**config.mk**
```make
export PLATFORM = sky130hd
export DESIGN_NAME = control_unit_flat
export DESIGN_NICKNAME = d
export VERILOG_FILES = /design/src/rtl/control_unit_if.sv /design/src/rtl/control_unit.sv /design/src/flat_wrapper.sv
export SDC_FILE = /design/constraint.sdc
export NUM_CORES = 1
export LEC_CHECK = 0
export CORE_MARGIN = 2
export CORE_UTILIZATION = 35
export DETAILED_ROUTE_END_ITERATION = 7
export GPL_TIMING_DRIVEN = 0
export PLACE_DENSITY = 0.77
export SYNTH_ARGS = -nofsm -noshare
export SYNTH_HDL_FRONTEND = slang
export SYNTH_SLANG_ARGS = --single-unit
```
**constraint.sdc**
```tcl
create_clock -name Clock -period 2.1 [get_ports Clock]
set_input_delay 0.63 -clock Clock [delete_from_list [all_inputs] [get_ports Clock]]
set_output_delay 0.63 -clock Clock [all_outputs]
set_load 0.01 [all_outputs]
```
**src/rtl/control_unit_if.sv**
```systemverilog
// Control bundle between the control_unit sequencer and the datapath.
// Mem_ready exists only when MEM_WAIT_EN is defined.
interface control_unit_if;
    logic [31:0] IR;
    logic        CON_ff;
`ifdef MEM_WAIT_EN
    logic        Mem_ready;
`endif
    logic PCout, ZLowout, ZHighout, MDRout;
    logic Yout, HIout, LOout, InPortout;
    logic BAout, Cout, R_out;
    logic PC_enable, IncPC, MAR_enable;
    logic MDR_enable, MDR_read, IR_enable;
    logic Y_enable, ZLowIn, ZHighIn;
    logic HI_enable, LO_enable, OutPort_enable;
    logic CONin, R_in;
    logic Gra, Grb, Grc;
    logic RAM_write;
    logic [3:0] ALU_op;
    logic Run;

    modport master (
`ifdef MEM_WAIT_EN
        input  Mem_ready,
`endif
        input  IR, CON_ff,
        output PCout, ZLowout, ZHighout, MDRout,
        output Yout, HIout, LOout, InPortout,
        output BAout, Cout, R_out,
        output PC_enable, IncPC, MAR_enable,
        output MDR_enable, MDR_read, IR_enable,
        output Y_enable, ZLowIn, ZHighIn,
        output HI_enable, LO_enable, OutPort_enable,
        output CONin, R_in,
        output Gra, Grb, Grc,
        output RAM_write, ALU_op, Run
    );

    modport slave (
`ifdef MEM_WAIT_EN
        output Mem_ready,
`endif
        output IR, CON_ff,
        input  PCout, ZLowout, ZHighout, MDRout,
        input  Yout, HIout, LOout, InPortout,
        input  BAout, Cout, R_out,
        input  PC_enable, IncPC, MAR_enable,
        input  MDR_enable, MDR_read, IR_enable,
        input  Y_enable, ZLowIn, ZHighIn,
        input  HI_enable, LO_enable, OutPort_enable,
        input  CONin, R_in,
        input  Gra, Grb, Grc,
        input  RAM_write, ALU_op, Run
    );
endinterface

```
**src/rtl/control_unit.sv**
```systemverilog
// Hardwired Moore sequencer: fetch T0-T2, per-class execute T3-T7.
// Define MEM_WAIT_EN to stall T1, ld T6 and st T7 on Mem_ready.
module control_unit (
    input logic Clock,
    input logic Clear,
    control_unit_if.master bus
);

    typedef enum logic [3:0] {
        S_RESET, S_T0, S_T1, S_T2, S_T3,
        S_T4, S_T5, S_T6, S_T7, S_HALT
    } state_t;

    typedef enum logic [3:0] {
        K_NOP, K_LD, K_ST, K_ALU, K_IMM,
        K_BR, K_JR, K_JAL, K_HALT
    } kind_t;

    state_t     state;
    state_t     state_nxt;
    logic [4:0] opcode;
    kind_t      kind;
    logic [3:0] alu_sel;
    logic       mem_ready;
    logic       unused_ir;

    assign unused_ir = ^bus.IR[26:0];

`ifdef MEM_WAIT_EN
    assign mem_ready = bus.Mem_ready;
`else
    assign mem_ready = 1'b1;
`endif

    always_ff @(posedge Clock) begin
        if (Clear) begin
            state  <= S_RESET;
            opcode <= '0;
        end else begin
            state <= state_nxt;
            if (state == S_T2)
                opcode <= bus.IR[31:27];
        end
    end

    always_comb begin
        kind    = K_NOP;
        alu_sel = 4'd0;
        case (opcode)
            5'b00000: kind = K_LD;
            5'b00010: kind = K_ST;
            5'b00011: begin kind = K_ALU; alu_sel = 4'd0; end
            5'b00100: begin kind = K_ALU; alu_sel = 4'd1; end
            5'b00101: begin kind = K_ALU; alu_sel = 4'd2; end
            5'b00110: begin kind = K_ALU; alu_sel = 4'd3; end
            5'b01011: begin kind = K_IMM; alu_sel = 4'd0; end
            5'b01100: begin kind = K_IMM; alu_sel = 4'd2; end
            5'b01101: begin kind = K_IMM; alu_sel = 4'd3; end
            5'b10010: kind = K_BR;
            5'b10011: kind = K_JR;
            5'b10100: kind = K_JAL;
            5'b11011: kind = K_HALT;
            default:  kind = K_NOP;
        endcase
    end

    always_comb begin
        state_nxt = state;
        case (state)
            S_RESET: state_nxt = S_T0;
            S_T0:    state_nxt = S_T1;
            S_T1:    if (mem_ready) state_nxt = S_T2;
            S_T2:    state_nxt = S_T3;
            S_T3: begin
                case (kind)
                    K_JR, K_NOP: state_nxt = S_T0;
                    K_HALT:      state_nxt = S_HALT;
                    default:     state_nxt = S_T4;
                endcase
            end
            S_T4: begin
                case (kind)
                    K_ALU, K_IMM, K_LD, K_ST, K_BR: state_nxt = S_T5;
                    default:                        state_nxt = S_T0;
                endcase
            end
            S_T5: begin
                case (kind)
                    K_LD, K_ST, K_BR: state_nxt = S_T6;
                    default:          state_nxt = S_T0;
                endcase
            end
            S_T6: begin
                case (kind)
                    K_LD:    if (mem_ready) state_nxt = S_T7;
                    K_ST:    state_nxt = S_T7;
                    default: state_nxt = S_T0;
                endcase
            end
            S_T7: begin
                if (kind != K_ST || mem_ready)
                    state_nxt = S_T0;
            end
            S_HALT:  state_nxt = S_HALT;
            default: state_nxt = S_RESET;
        endcase
    end

    always_comb begin
        bus.PCout          = 1'b0;
        bus.ZLowout        = 1'b0;
        bus.ZHighout       = 1'b0;
        bus.MDRout         = 1'b0;
        bus.Yout           = 1'b0;
        bus.HIout          = 1'b0;
        bus.LOout          = 1'b0;
        bus.InPortout      = 1'b0;
        bus.BAout          = 1'b0;
        bus.Cout           = 1'b0;
        bus.R_out          = 1'b0;
        bus.PC_enable      = 1'b0;
        bus.IncPC          = 1'b0;
        bus.MAR_enable     = 1'b0;
        bus.MDR_enable     = 1'b0;
        bus.MDR_read       = 1'b0;
        bus.IR_enable      = 1'b0;
        bus.Y_enable       = 1'b0;
        bus.ZLowIn         = 1'b0;
        bus.ZHighIn        = 1'b0;
        bus.HI_enable      = 1'b0;
        bus.LO_enable      = 1'b0;
        bus.OutPort_enable = 1'b0;
        bus.CONin          = 1'b0;
        bus.R_in           = 1'b0;
        bus.Gra            = 1'b0;
        bus.Grb            = 1'b0;
        bus.Grc            = 1'b0;
        bus.RAM_write      = 1'b0;
        bus.ALU_op         = 4'd0;
        bus.Run            = (state != S_RESET) && (state != S_HALT);
        case (state)
            S_T0: begin
                bus.PCout      = 1'b1;
                bus.MAR_enable = 1'b1;
                bus.IncPC      = 1'b1;
                bus.ZLowIn     = 1'b1;
            end
            S_T1: begin
                bus.ZLowout    = 1'b1;
                bus.PC_enable  = 1'b1;
                bus.MDR_read   = 1'b1;
                bus.MDR_enable = 1'b1;
            end
            S_T2: begin
                bus.MDRout    = 1'b1;
                bus.IR_enable = 1'b1;
            end
            S_T3: begin
                case (kind)
                    K_ALU, K_IMM: begin
                        bus.Grb      = 1'b1;
                        bus.R_out    = 1'b1;
                        bus.Y_enable = 1'b1;
                    end
                    K_LD, K_ST: begin
                        bus.Grb      = 1'b1;
                        bus.BAout    = 1'b1;
                        bus.Y_enable = 1'b1;
                    end
                    K_BR: begin
                        bus.Gra   = 1'b1;
                        bus.R_out = 1'b1;
                        bus.CONin = 1'b1;
                    end
                    K_JR: begin
                        bus.Gra       = 1'b1;
                        bus.R_out     = 1'b1;
                        bus.PC_enable = 1'b1;
                    end
                    K_JAL: begin
                        bus.Grb   = 1'b1;
                        bus.R_in  = 1'b1;
                        bus.PCout = 1'b1;
                    end
                    default: ;
                endcase
            end
            S_T4: begin
                case (kind)
                    K_ALU: begin
                        bus.Grc     = 1'b1;
                        bus.R_out   = 1'b1;
                        bus.ALU_op  = alu_sel;
                        bus.ZLowIn  = 1'b1;
                        bus.ZHighIn = 1'b1;
                    end
                    K_IMM: begin
                        bus.Cout    = 1'b1;
                        bus.ALU_op  = alu_sel;
                        bus.ZLowIn  = 1'b1;
                        bus.ZHighIn = 1'b1;
                    end
                    K_LD, K_ST: begin
                        bus.Cout   = 1'b1;
                        bus.ZLowIn = 1'b1;
                    end
                    K_BR: begin
                        bus.PCout    = 1'b1;
                        bus.Y_enable = 1'b1;
                    end
                    K_JAL: begin
                        bus.Gra       = 1'b1;
                        bus.R_out     = 1'b1;
                        bus.PC_enable = 1'b1;
                    end
                    default: ;
                endcase
            end
            S_T5: begin
                case (kind)
                    K_ALU, K_IMM: begin
                        bus.ZLowout = 1'b1;
                        bus.Gra     = 1'b1;
                        bus.R_in    = 1'b1;
                    end
                    K_LD, K_ST: begin
                        bus.ZLowout    = 1'b1;
                        bus.MAR_enable = 1'b1;
                    end
                    K_BR: begin
                        bus.Cout   = 1'b1;
                        bus.ZLowIn = 1'b1;
                    end
                    default: ;
                endcase
            end
            S_T6: begin
                case (kind)
                    K_LD: begin
                        bus.MDR_read   = 1'b1;
                        bus.MDR_enable = 1'b1;
                    end
                    K_ST: begin
                        bus.Gra        = 1'b1;
                        bus.R_out      = 1'b1;
                        bus.MDR_enable = 1'b1;
                    end
                    // branch target commits only when the condition held
                    K_BR: begin
                        bus.ZLowout   = 1'b1;
                        bus.PC_enable = bus.CON_ff;
                    end
                    default: ;
                endcase
            end
            S_T7: begin
                case (kind)
                    K_LD: begin
                        bus.MDRout = 1'b1;
                        bus.Gra    = 1'b1;
                        bus.R_in   = 1'b1;
                    end
                    K_ST: bus.RAM_write = 1'b1;
                    default: ;
                endcase
            end
            default: ;
        endcase
    end

endmodule

```
**src/flat_wrapper.sv**
```systemverilog
// flat-port wrapper written by rule: the top's interface ports become plain ports
module control_unit_flat 
  (Clock, Clear, bus_IR, bus_CON_ff, bus_PCout, bus_ZLowout, bus_ZHighout, bus_MDRout, bus_Yout, bus_HIout, bus_LOout, bus_InPortout, bus_BAout, bus_Cout, bus_R_out, bus_PC_enable, bus_IncPC, bus_MAR_enable, bus_MDR_enable, bus_MDR_read, bus_IR_enable, bus_Y_enable, bus_ZLowIn, bus_ZHighIn, bus_HI_enable, bus_LO_enable, bus_OutPort_enable, bus_CONin, bus_R_in, bus_Gra, bus_Grb, bus_Grc, bus_RAM_write, bus_ALU_op, bus_Run);
  control_unit_if bus_i ();
  input logic Clock;
  input logic Clear;
  input wire logic [$bits(bus_i.IR)-1:0] bus_IR;
  input wire logic [$bits(bus_i.CON_ff)-1:0] bus_CON_ff;
  output wire logic [$bits(bus_i.PCout)-1:0] bus_PCout;
  output wire logic [$bits(bus_i.ZLowout)-1:0] bus_ZLowout;
  output wire logic [$bits(bus_i.ZHighout)-1:0] bus_ZHighout;
  output wire logic [$bits(bus_i.MDRout)-1:0] bus_MDRout;
  output wire logic [$bits(bus_i.Yout)-1:0] bus_Yout;
  output wire logic [$bits(bus_i.HIout)-1:0] bus_HIout;
  output wire logic [$bits(bus_i.LOout)-1:0] bus_LOout;
  output wire logic [$bits(bus_i.InPortout)-1:0] bus_InPortout;
  output wire logic [$bits(bus_i.BAout)-1:0] bus_BAout;
  output wire logic [$bits(bus_i.Cout)-1:0] bus_Cout;
  output wire logic [$bits(bus_i.R_out)-1:0] bus_R_out;
  output wire logic [$bits(bus_i.PC_enable)-1:0] bus_PC_enable;
  output wire logic [$bits(bus_i.IncPC)-1:0] bus_IncPC;
  output wire logic [$bits(bus_i.MAR_enable)-1:0] bus_MAR_enable;
  output wire logic [$bits(bus_i.MDR_enable)-1:0] bus_MDR_enable;
  output wire logic [$bits(bus_i.MDR_read)-1:0] bus_MDR_read;
  output wire logic [$bits(bus_i.IR_enable)-1:0] bus_IR_enable;
  output wire logic [$bits(bus_i.Y_enable)-1:0] bus_Y_enable;
  output wire logic [$bits(bus_i.ZLowIn)-1:0] bus_ZLowIn;
  output wire logic [$bits(bus_i.ZHighIn)-1:0] bus_ZHighIn;
  output wire logic [$bits(bus_i.HI_enable)-1:0] bus_HI_enable;
  output wire logic [$bits(bus_i.LO_enable)-1:0] bus_LO_enable;
  output wire logic [$bits(bus_i.OutPort_enable)-1:0] bus_OutPort_enable;
  output wire logic [$bits(bus_i.CONin)-1:0] bus_CONin;
  output wire logic [$bits(bus_i.R_in)-1:0] bus_R_in;
  output wire logic [$bits(bus_i.Gra)-1:0] bus_Gra;
  output wire logic [$bits(bus_i.Grb)-1:0] bus_Grb;
  output wire logic [$bits(bus_i.Grc)-1:0] bus_Grc;
  output wire logic [$bits(bus_i.RAM_write)-1:0] bus_RAM_write;
  output wire logic [$bits(bus_i.ALU_op)-1:0] bus_ALU_op;
  output wire logic [$bits(bus_i.Run)-1:0] bus_Run;
  assign bus_i.IR = bus_IR;
  assign bus_i.CON_ff = bus_CON_ff;
  assign bus_PCout = bus_i.PCout;
  assign bus_ZLowout = bus_i.ZLowout;
  assign bus_ZHighout = bus_i.ZHighout;
  assign bus_MDRout = bus_i.MDRout;
  assign bus_Yout = bus_i.Yout;
  assign bus_HIout = bus_i.HIout;
  assign bus_LOout = bus_i.LOout;
  assign bus_InPortout = bus_i.InPortout;
  assign bus_BAout = bus_i.BAout;
  assign bus_Cout = bus_i.Cout;
  assign bus_R_out = bus_i.R_out;
  assign bus_PC_enable = bus_i.PC_enable;
  assign bus_IncPC = bus_i.IncPC;
  assign bus_MAR_enable = bus_i.MAR_enable;
  assign bus_MDR_enable = bus_i.MDR_enable;
  assign bus_MDR_read = bus_i.MDR_read;
  assign bus_IR_enable = bus_i.IR_enable;
  assign bus_Y_enable = bus_i.Y_enable;
  assign bus_ZLowIn = bus_i.ZLowIn;
  assign bus_ZHighIn = bus_i.ZHighIn;
  assign bus_HI_enable = bus_i.HI_enable;
  assign bus_LO_enable = bus_i.LO_enable;
  assign bus_OutPort_enable = bus_i.OutPort_enable;
  assign bus_CONin = bus_i.CONin;
  assign bus_R_in = bus_i.R_in;
  assign bus_Gra = bus_i.Gra;
  assign bus_Grb = bus_i.Grb;
  assign bus_Grc = bus_i.Grc;
  assign bus_RAM_write = bus_i.RAM_write;
  assign bus_ALU_op = bus_i.ALU_op;
  assign bus_Run = bus_i.Run;
  control_unit u_core (.Clock(Clock), .Clear(Clear), .bus(bus_i));
endmodule
```
* After elaboration in Yosys (flattened, before gate mapping)
Index checks and enable logic that the tools add are counted.
Word-level totals: bits in registers 9, input bits 35, output and inout bits 34
Cells by class: eq/ne operators 30, mux-type cells 45, reductions and logical operators 21
Operator list (count):
- $pmux 4 s9 | 1
- $eq 4x3->1 const B | 8
- $pmux 4 s8 | 1
- $mux 1 | 23
- $eq 5x5->1 const B | 4
- $eq 4x2->1 const B | 4
- $reduce_or 2->1 | 8
- $eq 5x3->1 const B | 3
- $eq 5x4->1 const B | 3
- $pmux 1 s3 | 5
- $eq 4x4->1 const B | 3
- $pmux 1 s2 | 6
- $reduce_or 4->1 | 3
- $eq 5x2->1 const B | 2
- $reduce_or 5->1 | 2
- $reduce_or 3->1 | 3
- $eq 4x1->1 const B | 2
- $logic_not 4->1 | 2
- $mux 4 | 2
- $pmux 4 s2 | 1
- $mux 3 | 2
- $pmux 2 s3 | 1
- $logic_not 5->1 | 1
- $pmux 1 s5 | 1
- 5 further kinds | 5

* Longest topological paths before layout
Gate-level depths: netlist of run 1.
word-level depth 7, mapped depth 6, depth with buffers taken out 4

* Least setup slack after synthesis of run 1
OpenSTA, ideal clock, no wires.
kind reg-to-output, from register u_core.state[1], to output bus_R_out, arrival 1.666 ns, path slack -0.196 ns, cell stages (with the launch flop) 6, buffers on the path 1, cells stage by stage dfxtp_1 buf_6 or3b_1 a2111oi_4 nor2_1 o31ai_1
Between the ends: longest elaborated chain between the ends 2, elaborated cells between the ends (all ways) 4, those cells by class 3 x eq/ne; 1 x mux
Ends and longest elaborated chain:
- start: declaration | line control_unit.sv:19 | state_t state;
- start signal: assignment | line control_unit.sv:40 | state <= state_nxt;
- $eq 4x3->1 | line control_unit.sv:141 | case (state)
- $pmux 1 s3 (*) | line control_unit.sv:141
- end: declaration | line flat_wrapper.sv:19 | output wire logic [$bits(bus_i.R_out)-1:0] bus_R_out;
Mark *: on every way between the ends. The rest lies on a longest branch, timed or not.

* Worst setup path after layout of run 1
from register u_core.state[0], to output bus_PC_enable
Between the ends: longest elaborated chain between the ends 2, elaborated cells between the ends (all ways) 5, those cells by class 4 x eq/ne; 1 x mux
Ends and longest elaborated chain:
- $eq 4x3->1 / $eq 4x2->1 (equally long branches) | line control_unit.sv:141
- $pmux 1 s4 (*) | line control_unit.sv:141
- end: declaration | line flat_wrapper.sv:20 | output wire logic [$bits(bus_i.PC_enable)-1:0] bus_PC_enable;
Marked as above.

==> metrics.yaml, run 1 <==
run_status:
  status: "complete, but fails checks"
  violations: "setup timing"
die:
  die_h_um: 63.1
  coreArea_mm2: 0.00334
  io_pins: 69
  rows: 21
  start_util: 0.367
  die_area_mm2: 0.00399
  die_w_um: 63.1
hold_path:
  holdCritStartpoint: "u_core.opcode[3]"
  hold_depth: 3
  min_to: "u_core.opcode[3]"
  min_path_type: "reg2reg"
layout:
  drive_gt1_frac: 0.574
  fin_nets: 287
  diodes: 0
  instances_no_fill: 297
  syn_to_final_growth_pct: 81.2
  final_area_mm2: 0.00222
placed_design:
  dpl.cell_count: 259
  dp_hpwl_um: 2740
  post_dp_cell_area_mm2: 0.00165
  port-buffer-count: 31
  place_congestion: 0.922
timing:
  whs_ps: 723
  fin_crit_ps: 2630
  layout_setup_ws_ps: -526
  fin_skew_ps: 4.22
  fin_crit_sh: 1.25
  setup_viol: 20
  slew_violations: 0
  rsz0062_at_grt: "yes"
  max_freq_mhz: 381
  hold_viol_final: 0
clocking:
  numCtsBuffers: 3
  clockBufferDepth: 2
  cts_tree: "done"
  cts_root_buf: "clkbuf_4"
  hold_buffers: 0
  clkLatencyLatePin_ps: 270
  cts_num_sinks: 9
  h-tree-depth: 1
  path_clk_slew_ps: 60
drt:
  postRouteAntennaNets: 0
  detailedRoute.firstIterationViolations: 129
  routed_wl_um: 5200
  dr.pass1.iters: 5
  drcViolationCount: 0
  vias_per_cell: 5.65
  via_count: 1678
  wire_per_inst_um: 17.5
global_routing:
  antenna_found_initial: 0
  grt_usage: 0.240
  grt_pass1_wl_um: 7800
  grt_pass1_vias: 1672
  grt_overflow: 0
  grt_max_degree: 11
power:
  vdd_drop_max_mv: 0.239
  power_mw: 0.707
  leakagePower_nw: 0.939
  power.density_mw_per_mm2: 319
setup_path:
  rr_endpoint: "u_core.state[2]"
  cpMaxStageDelayCell: "or4bb_1"
  crit_cells: 7
  r2r_setup_slack_ps: 240
  cp-end-kind: "output pin"
  critical_path_arrival_ps: 2000
  worstPathBufferInverterCount: 3
  critical-path-max-stage-delay_ps: 540
  critical_path_class: "reg2out"
  critPathRequiredTime_ps: 1470
  crit_chain: "buf_6 -> or4bb_1 -> a211oi_2 -> buf_4 -> nand3_2 -> a21oi_2 -> buf_2"
  critPathMaxFanout: 8
  critPathLaunchType: "flop"
  cp_top_family: "simple AND/OR/NAND/NOR gates"
  r2r-start: "u_core.opcode[0]"
  rr_worst_depth: 6
logic_synthesis:
  yosys_most_used_dff: "dfxtp_1"
  synth_edf_count: 0
  yosysTopAreaCellShare: 0.147
  ys_ff_latch: 9
  ys_warn_count: 0
  ys_types: 51
  synth_top_area_cell: "dfxtp_1"
  ys_top_cells_by_area: "dfxtp_1, buf_4, nor2_1"
  synthArstFlopShare: 0
  ys_seq_area_frac: 0.147
  syn_inst: 173
  synth_area_mm2: 0.00122
  avgSynthCellArea_um2: 7.07
run:
  maxCapViolations: 0
==> through the flow <==
stage | setup TNS (ps) | utilization | worst slack (ps)
floorplan | -97.6 | - | -82.8
global placement | -11110 | 0.493 | -766
detailed placement | -11060 | 0.493 | -761
CTS | -4480 | 0.615 | -484
global route | -6430 | 0.664 | -590
finish | -5090 | 0.664 | -526
==> registers in the layout, indices dropped and copies added, names as in the netlist <==
signal,count
u_core.opcode,5
u_core.state,4
==> report_power, final <==
part	switching, mW	internal (mW)	leakage, nW
registers	0.00917	0.177	0.0773
clock network	0.0634	0.0734	0.0150
logic	0.202	0.182	0.847
total	0.274	0.433	0.939
==> how the worst max path moves through the flow <==
stage | slack [ps] | startpoint | to
5_1_grt | -590 | u_core.state[0] | bus_PC_enable
2_1_floorplan | -80 | u_core.state[1] | bus_R_out
6_report | -530 | u_core.state[0] | bus_PC_enable
4_1_cts | -480 | u_core.opcode[0] | bus_Cout
3_5_place_dp | -760 | u_core.opcode[0] | bus_Gra
3_3_place_gp | -770 | u_core.opcode[0] | bus_Gra
==> cell families after synthesis <==
kind of cell	share of synthesized area
and+or+nand+nor	0.401
AOI/OAI and AO/OA	0.246
buffers and inverters	0.145
DFF	0.147
muxes	0.0491
adders and majority gates	0.00818
other	0.00306
==> area by class of cell <==
| type | count | area, µm² |
|---|---|---|
| Buffer | 23 | 214 |
| Timing Repair Buffer | 68 | 537 |
| Inverter | 5 | 22.5 |
| Fill cell | 259 | 1120 |
| Sequential cell | 9 | 196 |
| Tap cell | 46 | 57.6 |
| Clock buffer | 4 | 26.3 |
| Multi-Input combinational cell | 142 | 1160 |
==> what timing repair did <==
action | 4_1_cts | 5_1_grt
buffers inserted | 28 | 10
pin swaps | 25 | 18
resized for setup | 155 | 33
setup endpoints to repair | 24 | 24
hold endpoints to repair | 0 | 0
gates cloned | 1 | 1
==> cells in the final DEF (no fill, tap or decap), drive strengths merged, types with 5 or more instances in the layout <==
master,instances
dfxtp,9
a21oi,13
nor3,8
buf,77
nand3,6
nor3b,5
conb,10
nand2,8
clkdlybuf4s50,7
clkbuf,9
o21ai,9
nand2b,9
nor2,22
mux2i,6
==> routing by layer <==
metal	routed length, µm	vias up	track usage
li1	-	755	-
met1	1970	794	0.265
met2	2630	106	0.449
met3	441	23	0.0536
met4	163	0	0.0806
met5	0	-	0
==> worst register-to-register path, cell delays in order (launching register included) <==
cell and delay [ps]:
dfxtp_4 360, buf_6 130, or4b_4 570, buf_4 170, nor4b_2 270, o31ai_1 110, a31oi_1 170
==> Yosys cell counts (2+ instances only) <==
cell / n
or3_1: 2
buf_2: 4
o41ai_1: 2
nor2_1: 22
nand3_1: 6
a211oi_1: 2
inv_1: 5
nand2b_1: 9
o21ai_0: 8
or2_2: 3
clkbuf_1: 8
buf_4: 11
buf_6: 2
nand3b_1: 4
nand4_1: 2
mux2i_1: 6
a31oi_1: 4
a41o_1: 2
nor3b_1: 5
nand2_1: 8
nor3_1: 6
nor2b_1: 2
a21oi_1: 13
dfxtp_1: 9
o31ai_1: 2
Power figures use the tool's default switching activity.
==> run 2, diff against run 1 <==
--- a/config.mk
+++ b/config.mk
@@ -6,10 +6,12 @@
 export NUM_CORES = 1
 export LEC_CHECK = 0
 export CORE_MARGIN = 2
-export CORE_UTILIZATION = 35
+export CORE_UTILIZATION = 50
+export CTS_CLUSTER_SIZE = 25
 export DETAILED_ROUTE_END_ITERATION = 7
+export DONT_BUFFER_PORTS = 1
 export GPL_TIMING_DRIVEN = 0
-export PLACE_DENSITY = 0.77
+export PLACE_DENSITY = 0.68
 export SYNTH_ARGS = -nofsm -noshare
 export SYNTH_HDL_FRONTEND = slang
 export SYNTH_SLANG_ARGS = --single-unit
==> run 2 against run 1 <==
  * The flow still finishes with violations (setup timing)
  * Maximum frequency rose by 1.1%
  * Sequential power grew 2%
  * Sequential cell count is the same
  * Via count down 5.1%
  * Highest routed layer unchanged
  * Register-to-register slack got worse by 210 ps
  * Cell count shrank 20%
  * Die area shrank 28%
==> metrics.yaml, run 2 (same netlist as run 1, synthesis figures left out) <==
global_routing:
  grt_pass1_wl_um: 6370  # -18%
  grt_pass1_vias: 1310  # -22%
  antenna_found_initial: 0  # unchanged
  grt_overflow: 0  # unchanged
  grt_max_degree: 11  # unchanged
  grt_usage: 0.307  # +0.0667
drt:
  vias_per_cell: 6.69  # +18%
  routed_wl_um: 5400  # +3.8%
  via_count: 1593  # -5.1%
  detailedRoute.firstIterationViolations: 89  # -31%
  drcViolationCount: 0  # unchanged
  wire_per_inst_um: 22.7  # +30%
  dr.pass1.iters: 5  # unchanged
  postRouteAntennaNets: 0  # unchanged
clocking:
  clkLatencyLatePin_ps: 260  # about the same
  clockBufferDepth: 2  # unchanged
  path_clk_slew_ps: 60  # about the same
  cts_tree: "done"
  cts_root_buf: "clkbuf_4"
  cts_num_sinks: 9  # unchanged
  h-tree-depth: 1  # unchanged
  numCtsBuffers: 3  # unchanged
timing:
  whs_ps: 428  # -295 ps
  worst_pin_slew_ps: 504
  setup_viol: 19  # -5.0%
  rsz0062_at_grt: "yes"
  slew-limit-headroom: 0.661
  layout_setup_ws_ps: -496  # +29.5 ps
  hold_viol_final: 0  # unchanged
  tns_ps: -4200  # +894 ps
  fin_crit_ps: 2600  # -29.5 ps
  max_freq_mhz: 385  # +1.1%
  fin_crit_sh: 1.24  # -0.0141
  slew_violations: 0  # unchanged
  fin_skew_ps: 6.02  # +1.80 ps
layout:
  largest_reg_flops: 5  # unchanged
  post-route-util: 0.870  # +0.205
  fin_nets: 246  # -14%
  top_regs: "u_core.opcode x5, u_core.state x4"
  layout_common_cells: "buf_4, buf_6, nor2_1"
  final_area_mm2: 0.00196  # -12%
  instances_no_fill: 238  # -20%
  final_common_cell: "buf_4"
  syn_to_final_growth_pct: 60.2
  diodes: 0  # unchanged
  top_register: "u_core.opcode"
  drive_gt1_frac: 0.581  # +0.00725
power:
  power_mw: 0.687  # -2.9%
  leakagePower_nw: 0.739  # -21%
  vdd_drop_max_mv: 0.604  # +150%
  power.density_mw_per_mm2: 350  # +9.9%
setup_path:
  cp-end-kind: "output pin"
  cp_top_family: "simple AND/OR/NAND/NOR gates"
  critPathRequiredTime_ps: 1470  # about the same
  worstPathBufferInverterCount: 1  # -2
  critical-path-max-stage-delay_ps: 390  # -150 ps
  critical_path_arrival_ps: 1970  # -30 ps
  r2r_setup_slack_ps: 30  # -210 ps
  cpMaxStageDelayCell: "dfxtp_2"
  critPathMaxFanout: 10  # +2
  crit_chain: "buf_4 -> nand2_1 -> nor3_1 -> o21ai_0 -> a21oi_2"
  critical_path_class: "reg2out"
  critPathLaunchType: "flop"
placed_design:
  dp_slack_ps: -289  # +472 ps
  dp_hpwl_um: 2650  # -3.2%
  post_dp_cell_area_mm2: 0.00131  # -20%
  place_congestion: 0.895  # -2.8%
  dpl.cell_count: 210  # -19%
  port-buffer-count: 0  # -100%
run:
  maxCapViolations: 0  # unchanged
die:
  coreArea_mm2: 0.00225  # -32%
  die_area_mm2: 0.00286  # -28%
  start_util: 0.543  # +0.176
  die_h_um: 53.5  # -15%
  rows: 17  # -19%
  die_w_um: 53.5  # -15%
  io_pins: 69  # unchanged
run_status:
  status: "complete, but fails checks"
  violations: "setup timing"
hold_path:
  min_path_type: "in2reg"
run 2: report_power, final:
part	total (mW)	leakage, nW	switching, mW	internal (mW)
registers	0.190	0.0773	0.0114	0.178
clock network	0.130	0.0150	0.0567	0.0730
logic	0.368	0.647	0.212	0.156
total	0.687	0.739	0.280	0.407
run 2: cell type report:
class,count,area (µm²)
Inverter,5,18.8
Fill cell,107,294
Buffer,22,194
Timing Repair Buffer,28,248
Tap cell,28,35.0
Clock buffer,4,26.3
Multi-Input combinational cell,142,1240
Sequential cell,9,195
run 2: path summary, 6_finish.rpt:
path | from | end | depth (start not counted)
setup reg to reg | u_core.opcode[0] | u_core.state[1] | 9
hold reg to reg | u_core.opcode[3] | u_core.opcode[3] | 3
setup / recovery | u_core.opcode[1] | bus_PC_enable | 5
hold / removal | Clear | u_core.opcode[1] | 1
run 2: per-layer routing:
layer	vias up	routed length [µm]	GRT usage
met5	-	0	0
li1	680	-	-
met4	0	197	0.0855
met1	732	1990	0.405
met3	29	691	0.0791
met2	152	2520	0.488
run 2: timing repair:
item | in CTS | in global routing
pin swaps | 27 | 20
setup buffers | 18 | 11
endpoints found under the setup margin | 23 | 22
hold buffers | 0 | 0
endpoints found under the hold margin | 0 | 0
gates resized for setup | 75 | 43
==> patch 1, RTL diff (flow settings as in run 1) <==
Register the input `Clear` before use, without a reset. The logic sees it one clock later. The other inputs are not delayed to match.
--- a/src/rtl/control_unit.sv
+++ b/src/rtl/control_unit.sv
@@ -18,2 +18,8 @@
 
+    logic Clear_q;
+
+    always_ff @(posedge Clock) begin
+        Clear_q <= Clear;
+    end
+
     state_t     state;
@@ -35,3 +41,3 @@
     always_ff @(posedge Clock) begin
-        if (Clear) begin
+        if (Clear_q) begin
             state  <= S_RESET;
Check against the original RTL: not equivalent (Yosys sat finds a counterexample within 4 cycles, from zero or initial values).
==> patch 1 against run 1 <==
  * The run still ends with negative setup slack left
  * Synthesized area shrank 9.7%
  * Setup slack better by 0.19 ns
  * Total power is 8.3% higher
  * Sequential share of layout area up 2.1 points
  * Final area decreased by 8.3%
  * Wire length shrank 13%
  * Final cell count decreased by 6.4%
  * Sequential cell count up 1
  * Clock power rose by 35%
  * Count of clock-buffer cells in the layout unchanged
  * Largest power group unchanged
==> patch 1: results (changes against run 1) <==
power_frac_clock: 0.242  # +0.048
r2r_setup_slack_ns: 0.28  # +0.04 ns
ys_types: 49  # -3.9%
yosysSeqAreaShare: 0.181  # +0.0340
synth_mux_area_frac: 0.0555  # +0.00641
reg_top3: "u_core.opcode (5), u_core.state (4), u_core.Clear_q (1)"
wl_per_cell_um: 16.4  # -6.6%
hold_depth: 1  # -2
grt_util_met2: 0.359  # -0.0908
grt_util_met3: 0.0303  # -0.0233
dp_slack_ns: -0.593  # +0.169 ns
worst_slack_ns: -0.332  # +0.194 ns
p_per_area_nw_per_um2: 377  # +18%
violations: "negative setup slack"
synth_xor_area_frac: 0.00793  # +0.00793
tns_ns: -3.43  # +1.67 ns
synth_compound_area_frac: 0.221  # -0.0256
vias: 1513  # -9.8%
p_leak_nw: 0.945  # +0.65%
status: "finished with violations"
final-setup-viol-count: 19  # -5.0%
grt_pass1_vias: 1222  # -27%
wl_met3_um: 314  # -29%
grt_usage: 0.203  # -0.0374
critPathMaxStageDelay_ns: 0.39  # -0.15 ns
vdd_ir_drop_max_uv: 213  # -11%
slowest_stage: "or3_4"
drt-met1-wl_mm: 1.80  # -8.4%
placedCellCount: 242  # -6.6%
p_comb_mw: 0.369  # -4%
synth_area_per_cell_um2: 6.99  # -1.1%
power.switching_mw: 0.271  # -1.2%
hpwl_mm: 2.21  # -19%
min_to: "u_core.opcode[0]"
cp.arrival_ns: 1.80  # -0.20 ns
layout-drive-gt1-share: 0.543  # -0.0310
wl_met2_mm: 2.32  # -12%
synth_top_cells_by_count: "nor2_1 (20), a21oi_1 (13), buf_4 (12)"
whs_ns: 0.532  # -0.191 ns
patch 1: cell count changes after synthesis, moves of 3 or more:
| cell | run 1 | this run |
|---|---|---|
| and3_1 | 0 | 3 |
| and4_1 | 0 | 3 |
| clkbuf_1 | 8 | 5 |
| nand2_1 | 8 | 11 |
| nand2b_1 | 9 | 4 |
| nor3_1 | 6 | 1 |
| nor3b_1 | 5 | 2 |
| o21a_1 | 0 | 3 |
patch 1: layout make-up:
cell class              count  area [um2]
flip-flops and latches     10         223
plain buffers              21         223
inverters                   5        18.8
clock buffers               4        36.3
multi-input cells         128         966
fillers                   217         995
repair buffers             66         512
well taps                  44        55.1
patch 1: cells by family after synthesis:
family / Yosys count
AOI/OAI and AO/OA: 38
xor gates and xnor gates: 1
buffers and inverters: 29
DFF: 10
muxes: 6
other: 1
and+or+nand+nor: 73
patch 1: repair_timing:
action	CTS	global route
resized for setup	133	50
endpoints found under the setup margin	24	23
pin swaps	15	18
setup buffers	15	20
cloned	1	0
==> patch 2, RTL diff (settings of run 1) <==
Without the edit above. The 10 states of `state_t` get a Gray code encoding in 4 bits.
--- a/src/rtl/control_unit.sv
+++ b/src/rtl/control_unit.sv
@@ -9,4 +9,4 @@
     typedef enum logic [3:0] {
-        S_RESET, S_T0, S_T1, S_T2, S_T3,
-        S_T4, S_T5, S_T6, S_T7, S_HALT
+        S_RESET = 4'b0000, S_T0 = 4'b0001, S_T1 = 4'b0011, S_T2 = 4'b0010, S_T3 = 4'b0110,
+        S_T4 = 4'b0111, S_T5 = 4'b0101, S_T6 = 4'b0100, S_T7 = 4'b1100, S_HALT = 4'b1101
     } state_t;
Formal check against the unedited RTL: same outputs for any inputs over 10 cycles, from zero or initial values; not proved beyond that.
==> patch 2 against run 1 <==
  * The run still ends with negative setup slack left
  * Setup slack worse by 0.077 ns
  * Synthesized area is 0.92% lower
  * Final area is 5.0% lower
  * Global-route usage is 4.0 points lower
  * Non-clock buffer count is 4 lower
  * Sequential cell count stayed put
  * Wire length is 10% lower
  * Register-to-register slack worse by 0.03 ns
  * Clock skew is 0.0064 ns higher
  * Critical endpoint is now bus_Gra
  * Largest cell class unchanged
Power is not compared: it rests on default switching activity, and its combinational part moved more than twofold at a synthesized area within 25%.
==> patch 2: results (changes against run 1) <==
grt_usage: 0.200  # -0.0405
place_congestion: 0.861  # -6.6%
port_buffers: 30  # -3.2%
drtIter0Drc: 155  # +20%
synth_compound_area_frac: 0.195  # -0.0514
synth-adder-area-share: 0.00929  # +0.00111
hpwl_mm: 2.48  # -9.3%
drtPass1Iterations: 4  # -1
yosysSeqAreaShare: 0.149  # +0.00137
clk_pin_slew_ns: 0.05
violations: "negative setup slack"
synth_top_cells_by_count: "nor2_1 (25), nand2_1 (16), buf_4 (12)"
fill_cells: 276  # +6.6%
vdd_ir_drop_max_uv: 407
dp_slack_ns: -0.759  # +0.00291 ns
grt_pass1_wl_mm: 6.36  # -18%
placedCellCount: 255  # -1.5%
final-setup-viol-count: 20  # unchanged
synth_mux_area_frac: 0.0495  # +0.000456
h-tree-depth: 1  # unchanged
clockBufferDepth: 2  # unchanged
place_area_um2: 1640  # -0.61%
crit_fanout: 6  # -2
status: "finished with violations"
grt_pass1_vias: 1334  # -20%
fin_skew_ns: 0.0106  # +0.00642 ns
synthCells: 170  # -1.7%
ys_types: 51  # unchanged
final_nets: 280  # -2.4%
seqCellArea_um2: 203  # +3.2%
cts_made_buffers: 3  # unchanged
drt-total-wl_mm: 4.67  # -10%
ys_top_cells_by_area: "dfxtp_1 (15%), nor2_1 (7.7%), buf_4 (7.4%)"
viasPerCell: 5.48  # -3.0%
cp.arrival_ns: 2.07  # +0.07 ns
layout-drive-gt1-share: 0.570  # -0.00403
tns_ns: -6.31  # -1.22 ns
fp.dieW_um: 62.9  # -0.44%
synthArstFlopShare: 0  # unchanged
worst_slack_ns: -0.603  # -0.0771 ns
p_leak_nw: 0.943
vias: 1589  # -5.3%
==> patch 2: where the power goes <==
group / internal (mW) / switching [mW] / total [mW]
registers: 0.213 / 0.0418 / 0.255
clock network: 0.0731 / 0.0592 / 0.132
logic: 0.615 / 0.656 / 1.27
==> patch 2: cell type report <==
type | instances | share of cell area
multi-input cells | 142 | 0.520
repair buffers | 62 | 0.227
plain buffers | 25 | 0.112
flip-flops and latches | 9 | 0.0962
well taps | 46 | 0.0273
clock buffers | 4 | 0.0125
inverters | 2 | 0.00475
==> patch 2: per-layer routing <==
layer / global-route usage / vias up / part of all wire
met5: 0 / - / 0
met1: 0.237 / 731 / 0.40
met4: 0.108 / 0 / 0.022
li1: - / 741 / -
met3: 0.0396 / 15 / 0.081
met2: 0.337 / 102 / 0.50
==> patch 2: worst max-delay path, cell delays in order (launching register included) <==
cell and delay (ns):
dfxtp_4 0.36, buf_6 0.13, or4bb_1 0.50, a21oi_2 0.21, o211ai_1 0.13, a21oi_2 0.23
nand2b_4 0.16, buf_6 0.10
==> patch 2: worst paths after layout <==
check / startpoint / end / slack, ns / cells past startpoint
worst min register to register: u_core.state[2] / u_core.state[1] / 0.66 / 2
worst max register to register: u_core.opcode[3] / u_core.state[2] / 0.21 / 8
worst max-delay path: u_core.opcode[2] / bus_Gra / -0.60 / 7
worst min-delay path: u_core.state[2] / u_core.state[1] / 0.66 / 2
==> patch 2: what timing repair did <==
action | CTS | global route
cloned | 2 | 0
gates resized for setup | 113 | 70
setup buffers | 13 | 18
endpoints found under the setup margin | 24 | 24
pin swaps | 21 | 33
